File: src/rtl/uart_rx_fifo.sv
// uart_rx_fifo: first-word-fall-through byte FIFO behind a UART receiver,
// with occupancy status and sticky overflow / break flags.
//
// Ports:
//   clk, rst_n           clock; synchronous active-low reset
//   in_valid, in_data    received byte strobe and data from the receiver
//   in_break             break indication; a strobe during break stores nothing
//   out_ready            consumer takes the head byte this cycle
//   clr_flags            clears overflow / break_seen (a same-cycle set wins)
//   out_valid, out_data  head byte, zero while empty
//   count                occupancy 0..DEPTH
//   full, empty, almost_full  occupancy status
//   overflow, break_seen sticky error flags
module uart_rx_fifo #(
    parameter int DATA_W   = 8,
    parameter int DEPTH    = 8,
    parameter int AF_LEVEL = 6
) (
    input  logic                     clk,
    input  logic                     rst_n,
    input  logic                     in_valid,
    input  logic [DATA_W-1:0]        in_data,
    input  logic                     in_break,
    input  logic                     out_ready,
    input  logic                     clr_flags,
    output logic                     out_valid,
    output logic [DATA_W-1:0]        out_data,
    output logic [$clog2(DEPTH):0]   count,
    output logic                     full,
    output logic                     empty,
    output logic                     almost_full,
    output logic                     overflow,
    output logic                     break_seen
);
    localparam int AW = $clog2(DEPTH);
    localparam int CW = AW + 1;

    logic [DATA_W-1:0] mem [DEPTH];
    logic [AW-1:0]     rd_ptr_q, rd_ptr_d;
    logic [AW-1:0]     wr_ptr_q, wr_ptr_d;
    logic [CW-1:0]     count_q, count_d;
    logic              overflow_q, overflow_d;
    logic              break_seen_q, break_seen_d;
    logic              pop, push, drop;

    assign count       = count_q;
    assign out_valid   = count_q != '0;
    assign empty       = count_q == '0;
    assign full        = count_q == CW'(DEPTH);
    assign almost_full = count_q >= CW'(AF_LEVEL);
    assign out_data    = out_valid ? mem[rd_ptr_q] : '0;
    assign overflow    = overflow_q;
    assign break_seen  = break_seen_q;

    always_comb begin
        pop          = out_valid && out_ready;
        // A full FIFO still accepts a byte when the head leaves in the same cycle.
        push         = in_valid && !in_break && (!full || pop);
        drop         = in_valid && !in_break && full && !pop;
        rd_ptr_d     = pop  ? rd_ptr_q + AW'(1) : rd_ptr_q;
        wr_ptr_d     = push ? wr_ptr_q + AW'(1) : wr_ptr_q;
        count_d      = (push && !pop) ? count_q + CW'(1) :
                       (pop && !push) ? count_q - CW'(1) : count_q;
        // Set events override a simultaneous clear.
        overflow_d   = drop || (overflow_q && !clr_flags);
        break_seen_d = (in_valid && in_break) || (break_seen_q && !clr_flags);
    end

    always_ff @(posedge clk) begin
        if (!rst_n) begin
            rd_ptr_q     <= '0;
            wr_ptr_q     <= '0;
            count_q      <= '0;
            overflow_q   <= 1'b0;
            break_seen_q <= 1'b0;
        end else begin
            rd_ptr_q     <= rd_ptr_d;
            wr_ptr_q     <= wr_ptr_d;
            count_q      <= count_d;
            overflow_q   <= overflow_d;
            break_seen_q <= break_seen_d;
        end
    end

    // Storage is not reset; the pointers and count alone define what is valid.
    always_ff @(posedge clk) begin
        if (rst_n && push)
            mem[wr_ptr_q] <= in_data;
    end
endmodule

File: config.mk
export PLATFORM = sky130hd
export DESIGN_NAME = uart_rx_fifo
export DESIGN_NICKNAME = d
export VERILOG_FILES = /design/src/rtl/uart_rx_fifo.sv
export SDC_FILE = /design/constraint.sdc
export NUM_CORES = 1
export LEC_CHECK = 0
export CAP_MARGIN = 25
export CORE_MARGIN = 2
export CORE_UTILIZATION = 40
export CTS_CLUSTER_DIAMETER = 50
export DETAILED_ROUTE_END_ITERATION = 8
export PLACE_DENSITY_LB_ADDON = 0.1
export SLEW_MARGIN = 25
export SYNTH_ARGS = -nofsm -noshare
export SYNTH_HDL_FRONTEND = slang
export SYNTH_SLANG_ARGS = --single-unit
File: constraint.sdc
create_clock -name clk -period 5.98 [get_ports clk]
set_clock_uncertainty 0.15 [all_clocks]
set_input_delay 1.196 -clock clk [delete_from_list [all_inputs] [get_ports clk]]
set_output_delay 1.196 -clock clk [all_outputs]
set_load 0.05 [all_outputs]
Yosys cells after proc, flatten, opt, wreduce, memory -nomap -nowiden
Memories as Yosys holds them, arrays and structs flattened. A register that Yosys moved wholly into a read port is not among the register bits.
Index checks and enable logic that the tools add are counted.

word-level totals
  bits in registers = 12
  RAM bits = 64
  input bits = 14
  output and inout port bits = 18
  word-level logic and storage cells = 41
  memories kept = 1

memory list
  name  depth  width  read ports  clocked after Yosys merged registers in  write ports  line  RTL
  mem   8      8      1           1                                        1            38    logic [DATA_W-1:0] mem [DEPTH];

cells by class
  add/subtract/negate cells = 4
  $lt $le $gt $ge = 1
  eq/ne operators = 1
  multiplexer cells = 7
  reductions and logical operators = 22

operators with widths
  kind                                                  number
  logical AND 1 bit                                     11
  2-to-1 mux 4 bit                                      2
  2-to-1 mux 8 bit                                      1
  adder 3 x 1 -> 3 bit (second input constant)          2
  2-to-1 mux 3 bit                                      2
  zero test 1 bit                                       5
  adder 4 x 1 -> 4 bit (second input constant)          1
  equality test 4 bit (second input constant)           1
  >= comparator 4 x 3 -> 1 bit (second input constant)  1
  zero test 4 bit                                       1
  nonzero test 4 bit                                    1
  subtractor 4 x 1 -> 4 bit (second input constant)     1
  logical OR 1 bit                                      3
  2-to-1 mux 1 bit                                      2
  nonzero test 2 bit                                    1

Logic depth before layout (Yosys ltp)
  word-level depth = 8
  mapped depth = 10
  mapped depth without buffers = 10

Worst setup path before layout
OpenSTA, ideal clock, no wires.

  path kind = flip-flop to output port
  start = reg count_q[0] (netlist: count[0])
  end = out out_data[0]
  data arrival time = 2,574 ps
  required time = 4,634 ps
  setup slack = 2,060 ps
  cell stages (with the launch flop) = 5
  buffers on the path = 1
  path through = dfxtp_1 -> or4_1 -> buf_2 -> clkinv_1 -> nor2_1

between the ends
  word-level cells in the longest chain between the ends = 2

ends and longest elaborated chain
  what                      line  RTL
  start: declaration        41    logic [CW-1:0] count_q, count_d;
  start signal: assignment  79    count_q <= count_d;
  nonzero test 4 bit        47    assign out_valid = count_q != '0;
  net out_valid             26    output logic out_valid,
  2-to-1 mux 8 bit          51    assign out_data = out_valid ? mem[rd_ptr_q] : '0;
  end: declaration          27    output logic [DATA_W-1:0] out_data,

The timed path passes the listed nets, and every way through them passes these cells.

==> impl_metrics.yaml <==
clock_tree:
  clk_pin_slew_worst_paths_ps: 70
  clkLatencyLatePin_ps: 330
  clockBufferDepth: 2
  cts_made_buffers: 9
  post_cts_buffers: 0
  cts_tree: "done"
  cts.repair.resized: 0
  cts_root_buffer: "clkbuf_8"
  cts_hold_repair.buffers: 0
  cts_sinks: 79
  h-tree-depth: 3
finish:
  final_cell_mix: "edfxtp_1, clkdlybuf4s50_1, mux4_2"
  syn2layout_area_growth_pct: 19.4
  layout.nets: 243
  layout_commonest_cell: "edfxtp_1"
  drive_gt1_share_pct: 17.5
  final_cells: 330
  final_area_um2: 3830
  antenna_cells: 0
global_routing:
  grt_use_total_pct: 15.0
  antenna_found_initial: 0
  grt_max_degree: 19
  grt_pass1_wl_um: 9470
  overflow: 0
  grt_pass1_vias: 1766
timing:
  period_share_pct: 65.6
  fmax_mhz: 255
  slew_headroom_pct: 35.0
  tns_ps: 0
  timing_hold_violations_final: 0
  worst_slew_pin_slew_ps: 972
  drv_slew: 0
  finalSetupViolCount: 0
  min_period_ps: 3920
  grt_setup_unrepaired: "no"
critical_path:
  r2r_cells: 10
  regToRegSetupSlack_ps: 3090
  r2r-start: "count[0]"
  crit_path_end_kind: "output pin"
  crit_type: "flop to output pin"
  arrival_ps: 2580
  critPathLaunchType: "flop"
  crit_path_max_fanout: 16
  r2r_end: "count[3]"
  crit_required_ps: 4630
synth:
  synth_area_um2: 3210
  yosysUniqueCellTypes: 34
  syn_inst: 188
  synth_seq_cells: 79
  synth_edf_count: 64
  ys_warn_count: 0
  synth.avg_cell_area_um2: 17.1
  seq_area_frac_synth_pct: 69.3
  ys_async_sr_fraction_pct: 0
  synth_flop_cell: "edfxtp_1"
  synth_nets: 208
floorplanning:
  placementRows: 32
  start_util_pct: 41.5
  die_w_um: 93.5
  num_io_pins: 32
  die_h_um: 93.5
  core_area_um2: 7730
  die_area_um2: 8750
drt:
  wl_per_cell_um: 17.8
  ant_nets: 0
  wirelength_um: 5860
  avgViaCountPerCell: 4.98
  drt_iter0_markers: 99
  dr.pass1.iters: 4
  vias: 1644
  drcViolationCount: 0
place:
  placedInstanceArea_um2: 3640
  io_buffers: 31
  gp_congestion: 0.708
  dp_cells: 314
  place_hpwl_um: 3830
power:
  power-per-cell-area_nw_per_um2: 435
  p_leak_nw: 1.23
  irDropWorstVdd_uv: 279
hold_path:
  holdPathStages: 2
  hold_class: "flop to flop"
  min_from: "break_seen"
  min_to: "break_seen"
run:
  drv_cap: 0
status:
  status: "completed"
## where the power goes
part	internal [mW]	switching [mW]	total (mW)
logic	0.251	0.356	0.607
registers	0.620	0.0663	0.687
clock network	0.191	0.178	0.370
## metal layers
metal / wire length [um] / GRT usage (%) / vias to the layer above / share of wire [%]
li1: - / - / 789 / -
met1: 2550 / 19.1 / 815 / 44
met2: 3010 / 24.9 / 31 / 51
met3: 217 / 3.63 / 9 / 3.7
met4: 80 / 5.51 / 0 / 1.4
met5: 0 / 0 / - / 0
## sequential cells by signal (all words and copies together), names as in the netlist, named ones only
register    flops
rd_ptr_q        3
wr_ptr_q        3
mem            64
overflow        1
break_seen      1
count           4
## cell families (layout without fill, tap and decap cells)
| logic type | after synthesis | in the layout | synth area share [%] |
|---|---|---|---|
| AOI/OAI and AO/OA | 10 | 10 | 2.34 |
| xor gates and xnor gates | 5 | 5 | 1.37 |
| adders and majority gates | 6 | 6 | 2.58 |
| buffers and inverters | 13 | 53 | 1.80 |
| DFF | 79 | 79 | 69.3 |
| muxes | 27 | 27 | 14.7 |
| and+or+nand+nor | 48 | 48 | 7.92 |
## cells in the mapped netlist, drive strengths merged, types with 2 or more instances
cell    instances  area [um^2]
edfxtp         64         1920
mux4           16          360
dfxtp          15          300
mux2i          11          110
nor2           11         41.3
nand2           8         32.5
and2            6         37.5
buf             6         30.0
nand2b          6         37.5
nand3           6         30.0
ha              5         62.6
xnor2           5         43.8
nor3            4         20.0
a21boi          3         22.5
clkbuf          3         12.5
inv             3         11.3
o21ai           3         26.3
nor4            2         12.5
## worst max path at each step
stage / startpoint / depth (start not counted) / to / slack, ps
finish: flop / 4 / out_data[3] / 2060
global route: flop / 4 / out_data[3] / 1880
CTS: flop / 4 / out_data[4] / 1990
detailed placement: out_ready / 10 / count[3] / 2230
global placement: flop / 4 / out_data[4] / 1980
floorplan: count[0] / 4 / out_data[0] / 2060
## per-stage QoR
step	hold WS, ps	power (mW)	utilization [%]	worst slack, ps
2_1_floorplan	317	1.13	-	2060
3_3_place_gp	318	1.31	47.1	1980
3_5_place_dp	323	1.32	47.1	2230
4_1_cts	335	1.69	49.5	1990
5_1_grt	361	1.75	49.5	1880
6_report	334	1.66	49.5	2060
## final cells by class
type | count | area, um^2
Clock buffer | 10 | 128
Clock inverter | 6 | 61.3
Tap cell | 102 | 128
Fill cell | 663 | 3900
Timing Repair Buffer | 33 | 325
Inverter | 4 | 15.0
Multi-Input combinational cell | 96 | 946
Sequential cell | 79 | 2220
## worst max-delay path: stages, from the launching register on
cell             delay, ps
dfxtp_2                710
mux4_2                 580
mux2i_1                180
nor2_1                  60
clkdlybuf4s50_1        700
Power figures use the tool's default switching activity.
